### src/rtl/cpu_pkg.sv
// Shared core definitions: default register-file geometry, the hard-wired zero
// register index and the read-port source selector.
package cpu_pkg;

  localparam int         DATA_W_DEF = 32;
  localparam int         ADDR_W_DEF = 5;
  localparam logic [4:0] REG_ZERO   = 5'd0;

  // Where a read port takes its value from, in priority order.
  typedef enum logic [1:0] {
    SRC_ZERO   = 2'd0,
    SRC_BYPASS = 2'd1,
    SRC_ARRAY  = 2'd2
  } rd_src_e;

endpackage

### src/rtl/regfile_rd_port.sv
// One combinational read port: enable/zero/bypass priority mux plus busy
// qualification against same-cycle writes.
module regfile_rd_port
  import cpu_pkg::*;
#(
  parameter int DATA_W   = DATA_W_DEF,
  parameter int ADDR_W   = ADDR_W_DEF,
  parameter int NUM_WR   = 2,
  parameter int ZERO_REG = 1
) (
  input  logic                     rst,
  input  logic                     en,
  input  logic [ADDR_W-1:0]        addr,
  input  logic [NUM_WR-1:0]        wr_en,
  input  logic [NUM_WR*ADDR_W-1:0] wr_addr,
  input  logic [NUM_WR*DATA_W-1:0] wr_data,
  input  logic [DATA_W-1:0]        array_data,
  input  logic                     busy,
  output logic [DATA_W-1:0]        data,
  output logic                     busy_out
);

  logic              hit;
  logic [DATA_W-1:0] hit_data;
  logic              is_zero;
  rd_src_e           src;

  assign is_zero = (ZERO_REG != 0) && (addr == ADDR_W'(REG_ZERO));

  // NOTE: every signal assigned in always_comb gets a default first, so no
  // path leaves it unassigned and no latch is inferred.
  always_comb begin
    hit      = 1'b0;
    hit_data = '0;
    // Ascending scan: the highest-index matching write port overrides.
    for (int w = 0; w < NUM_WR; w++) begin
      if (wr_en[w] && (wr_addr[w*ADDR_W +: ADDR_W] == addr)) begin
        hit      = 1'b1;
        hit_data = wr_data[w*DATA_W +: DATA_W];
      end
    end

    if (!rst || !en || is_zero) src = SRC_ZERO;
    else if (hit)               src = SRC_BYPASS;
    else                        src = SRC_ARRAY;
  end

  always_comb begin
    case (src)
      SRC_ZERO:   data = '0;
      SRC_BYPASS: data = hit_data;
      default:    data = array_data;
    endcase
  end

  // A same-cycle write supplies the value through the bypass, so no stall.
  assign busy_out = rst & en & busy & ~hit;

endmodule

### src/rtl/regfile_mp.sv
// Multi-port MIPS32 register file with write-to-read bypass, pending-write
// scoreboard and a registered debug read port.
module regfile_mp
  import cpu_pkg::*;
#(
  parameter int DATA_W   = DATA_W_DEF,
  parameter int ADDR_W   = ADDR_W_DEF,
  parameter int NUM_RD   = 2,
  parameter int NUM_WR   = 2,
  parameter int ZERO_REG = 1
) (
  input  logic                     clk,
  input  logic                     rst,
  input  logic [NUM_RD-1:0]        rd_en_i,
  input  logic [NUM_RD*ADDR_W-1:0] rd_addr_i,
  output logic [NUM_RD*DATA_W-1:0] rd_data_o,
  output logic [NUM_RD-1:0]        rd_busy_o,
  input  logic [NUM_WR-1:0]        wr_en_i,
  input  logic [NUM_WR*ADDR_W-1:0] wr_addr_i,
  input  logic [NUM_WR*DATA_W-1:0] wr_data_i,
  input  logic                     busy_set_i,
  input  logic [ADDR_W-1:0]        busy_addr_i,
  input  logic [ADDR_W-1:0]        dbg_addr_i,
  output logic [DATA_W-1:0]        dbg_data_o
);

  localparam int DEPTH = 2 ** ADDR_W;

  logic [DATA_W-1:0] regs [DEPTH];
  logic [DEPTH-1:0]  busy;

  function automatic logic is_zero_addr(input logic [ADDR_W-1:0] a);
    return (ZERO_REG != 0) && (a == ADDR_W'(REG_ZERO));
  endfunction

  // NOTE: the storage array is reset element by element because the core
  // relies on every register starting at zero; this keeps it in flops.
  always_ff @(posedge clk) begin
    if (!rst) begin
      for (int i = 0; i < DEPTH; i++) regs[i] <= '0;
      busy       <= '0;
      dbg_data_o <= '0;
    end else begin
      // Reads the pre-edge array contents: no bypass on the debug path.
      dbg_data_o <= is_zero_addr(dbg_addr_i) ? '0 : regs[dbg_addr_i];

      // NOTE: non-blocking assignments in program order; the last one to a
      // target wins, which gives the higher write port priority and lets a
      // busy set override a same-cycle clear.
      for (int w = 0; w < NUM_WR; w++) begin
        if (wr_en_i[w]) begin
          if (!is_zero_addr(wr_addr_i[w*ADDR_W +: ADDR_W]))
            regs[wr_addr_i[w*ADDR_W +: ADDR_W]] <= wr_data_i[w*DATA_W +: DATA_W];
          busy[wr_addr_i[w*ADDR_W +: ADDR_W]] <= 1'b0;
        end
      end

      if (busy_set_i && !is_zero_addr(busy_addr_i))
        busy[busy_addr_i] <= 1'b1;
    end
  end

  for (genvar p = 0; p < NUM_RD; p++) begin : g_rd
    regfile_rd_port #(
      .DATA_W  (DATA_W),
      .ADDR_W  (ADDR_W),
      .NUM_WR  (NUM_WR),
      .ZERO_REG(ZERO_REG)
    ) u_port (
      .rst       (rst),
      .en        (rd_en_i[p]),
      .addr      (rd_addr_i[p*ADDR_W +: ADDR_W]),
      .wr_en     (wr_en_i),
      .wr_addr   (wr_addr_i),
      .wr_data   (wr_data_i),
      .array_data(regs[rd_addr_i[p*ADDR_W +: ADDR_W]]),
      .busy      (busy[rd_addr_i[p*ADDR_W +: ADDR_W]]),
      .data      (rd_data_o[p*DATA_W +: DATA_W]),
      .busy_out  (rd_busy_o[p])
    );
  end

endmodule
### config.mk
export PLATFORM = sky130hd
export DESIGN_NAME = regfile_mp
export DESIGN_NICKNAME = d
export VERILOG_FILES = /design/src/rtl/cpu_pkg.sv /design/src/rtl/regfile_rd_port.sv /design/src/rtl/regfile_mp.sv
export SDC_FILE = /design/constraint.sdc
export NUM_CORES = 2
export LEC_CHECK = 0
export CAP_MARGIN = 20
export CORE_MARGIN = 8
export CORE_UTILIZATION = 48
export CTS_CLUSTER_DIAMETER = 100
export DETAILED_ROUTE_END_ITERATION = 8
export PLACE_DENSITY = 0.67
export SYNTH_ARGS = -nofsm -noshare
export SYNTH_HDL_FRONTEND = slang
export SYNTH_SLANG_ARGS = --single-unit
### constraint.sdc
create_clock -name clk -period 3.2 [get_ports clk]
set_input_delay 0.64 -clock clk [delete_from_list [all_inputs] [get_ports clk]]
set_output_delay 0.64 -clock clk [all_outputs]
set_load 0.05 [all_outputs]
==> out/summary.md <==
The run finished, with violations left. The final reports fail on negative setup slack. The number of maximum-capacitance constraint violations is 0, and the total number of nets in the final design is 6176. The quantity of hold-fixing buffers added after cts is 0. Of the post-synthesis cell area, the part taken by muxes is 27.7%.

The synthesized-area fraction occupied by adder cells is 0%, and the number of antenna violations at the first check in global routing is 17. The run gives 3 as the H-tree depth reported by CTS. The tools report the beginning of the worst register-to-register path as regs[8][30]. The clock arrives with 26.9 ps of skew. The most used flip-flop cell after synthesis is edfxtp_1. The worst path uses 109% of the clock period. The synthesized netlist devotes 0.244% of its cell area to XOR and XNOR gates. The maximum fanout along the worst path was 3. Clock tree synthesis inserted a total of 119 buffers.

The cell count after synthesis came out at 5575. The portion of the post-synthesis area used by sequential elements was 44.5%; the horizontal extent of the die was 403 um. Wires add up to 341000 um. Summing all multi-input logic gate instances after layout gives 38800 um^2. The number of optimization iterations in the first detailed-route pass was 7.

Headroom to the max-slew limit came out at 37.6%. The count of cells along the worst register-to-register path came out at 6. The floorplan die height was 403 um. Yosys instantiated no cell more often than edfxtp_1.

The congestion estimate from routability-driven global placement came to 1.03. In this run, the number of DRC markers left after iteration 0 of detailed routing was 12400. The number of register bits inferred by synthesis is 1088. The sequential cells in the finished layout cover a total of 32000 um^2. For the number of ports placed on the die boundary, the log shows 199.

The number of global-route vias before repair was 61900; the total power was 40.2 mW. The kind of critical path is flop to output port. The tools report the number of slew-limit violations in the final report as 0. The antenna violation net count after detailed routing was 0. Portion of synthesized cell area occupied by the leading cell type: 42.8%. The class of the worst hold path is flop to flop.

For the overall track demand over capacity in global routing, the log shows 40.3%. The initial standard-cell utilization of the core was 48.2%. From synthesis to final layout, the design area changed by 26.9%.

Entering global routing, the biggest net connects 65 pins. The HPWL after detailed placement came out at 216000 um. After clock tree synthesis, the clock-pin slew on the worst setup and hold paths is 70 ps.

Total count of hold-check failures in the final report: 0. The final critical-path required period works out to 3500 ps. In the synthesized netlist, the cells that appear most often are 1024 x edfxtp_1, 737 x a22o_1, 694 x mux4_2, 648 x nand2_1, 463 x clkbuf_1. In the final routed layout, each cell accounts on average for 42.0 um. The worst-case IR drop observed on VDD is 0.000431 V.

In this run the register-to-register setup slack is 1190 ps. The logs give 162000 um^2 for the area of the die and 61.1% for the final cell utilization of the core. Fill cells in the final layout number 11200. TritonCTS built the clock tree. Yosys attributes the largest share of cell area to edfxtp_1 43%, mux4_2 22%, a22o_1 9.0%.

The post-synthesis cell type count was 59; the aggregate global routing overflow was 0. The synthesized netlist devotes 5.75% of its cell area to simple gates. Timing analysis after detailed placement gives a worst setup slack of -462 ps.

After detailed routing, the number of vias per cell comes to 7.92. At the worst endpoint, the required time is 2560 ps. After routing the design area is 91200 um^2.

Of all flip-flops after synthesis, the portion carrying an async set or reset was 0%. Of all cell types, the one taking the most synthesized area is edfxtp_1. Critical path launch point: regs[3][25]. In the routed design, unresolved DRC markers number 0.

The run gives 790 ps as the insertion delay of the later-clocked pin in the worst-skew pair. The analysis attributes to cell leakage a power of 31.6 nW. The count of buffers added on input and output ports is 198. The first global-routing pass estimated 468000 um of wire.

The setup TNS was -11200 ps; the post-synthesis instance area was 71900 um^2. After synthesis, the largest family of logic cells by area is multiplexers. The share of post-route cells with drive strength above 1 came out at 37.4%. The worst setup path is launched from a flop.

Power density normalized to cell area: 440 nW/um^2. For the number of warning messages in the yosys log, the log shows 0. After synthesis, the mean cell area works out to 12.9 um^2.

The total area inside the core boundary comes to 149000 um^2. The tools report the buffer depth of the longest clock path as 3. The tools report the critical path capture point as rd_data_o[25].

CTS saw 1088 sinks. The share of the synthesized area in compound gates (AO/OA/AOI/OAI) came out at 16.6%. End of the worst register-to-register path: dbg_data_o[30]. For the pin with the worst max-slew slack, the measured transition is 928 ps. The floorplan has 142 rows.

The run gives 64400 as the number of vias after detailed routing. The area after detailed placement came out at 83000 um^2. Setup repair after global routing could not meet its margin everywhere. Timing would allow up to 0.286 GHz.

The worst-case setup margin in the final layout came out at -298 ps. Setup violations remaining at the end of the flow were counted as 66. In this run the clock root is driven by a clkbuf_16. Counting flops with a built-in enable in the synthesized netlist gives 1024. The worst setup path is captured at an output port. For the worst setup path, the data arrival time is 2860 ps.
-- flip-flops by register name, indices dropped and copies added (netlist names) --
| register | count |
|---|---|
| dbg_data_o | 32 |
| busy | 32 |
| regs | 1024 |
-- layer usage --
layer / vias up / wire length [um] / global-route usage, %
met5: - / 577 / 1.43
met4: 20 / 30800 / 28.3
met3: 1724 / 64400 / 19.6
met2: 7398 / 136000 / 54.8
met1: 31500 / 109000 / 49.8
li1: 23800 / - / -
-- critical path, cell delays in order (launching register included) --
cell       delay, ps
edfxtp_1         450
mux4_2           480
mux4_2           630
nand3_2          180
o211ai_1         140
clkbuf_16        200
-- through the flow --
stage | std cells | hold slack [ps]
3_3_place_gp | 7714 | 463
5_1_grt | 8120 | 512
6_report | 8131 | 482
2_1_floorplan | 5606 | 438
3_5_place_dp | 7714 | 465
4_1_cts | 8060 | 477
-- kinds of logic after synthesis --
group | count (synthesis)
AO/OA/AOI/OAI | 1564
multiplexers | 1117
flip-flops | 1088
AND/OR/NAND/NOR | 952
buffers and inverters | 833
XOR/XNOR | 20
other | 1
-- cell type report --
class | count | share of cell area, %
inverter | 8 | 0.0370
tap | 1944 | 2.67
clock inverter | 63 | 0.709
sequential | 1088 | 35.1
clock buffer | 157 | 3.48
timing repair buffer | 1173 | 15.4
multi-input combinational | 3685 | 42.5
antenna | 13 | 0.0357
-- cell usage in the layout, fill, tap and decap left out, drive strengths merged, types with 17 or more instances in the layout --
cell / n
o31ai: 32
o21ai: 289
mux2: 20
a22oi: 128
nand2: 648
mux4: 694
edfxtp: 1024
o22ai: 77
buf: 1041
clkbuf: 179
nor2: 134
o221ai: 158
clkdlybuf4s50: 106
a22o: 737
conb: 32
a21oi: 78
or3: 41
clkinv: 42
xor2: 17
dfxtp: 64
nand3b: 27
nand3: 40
o211ai: 52
mux2i: 403
-- where the power goes --
group          internal [mW]  switching [mW]  total (mW)
clock                   7.84            6.16        14.0
sequential              16.4           0.700        17.1
combinational           3.91            5.12        9.03
-- repair_timing --
action / in CTS / in global routing
gates resized for setup: 329 / 238
gates cloned: 20 / 5
pin swaps: 104 / 126
endpoints found under the setup margin: 66 / 66
buffers inserted: 115 / 75
-- worst min path at each step --
| stage | start | to | slack, ps | cells past startpoint |
|---|---|---|---|---|
| 6_report | busy[0] | busy[0] | 480 | 2 |
| 5_1_grt | busy[0] | busy[0] | 510 | 2 |
| 4_1_cts | busy[0] | busy[0] | 480 | 2 |
| 3_5_place_dp | busy[0] | busy[0] | 460 | 2 |
| 3_3_place_gp | busy[0] | busy[0] | 460 | 2 |
| 2_1_floorplan | busy[0] | busy[0] | 440 | 2 |
Power figures use the tool's default switching activity.
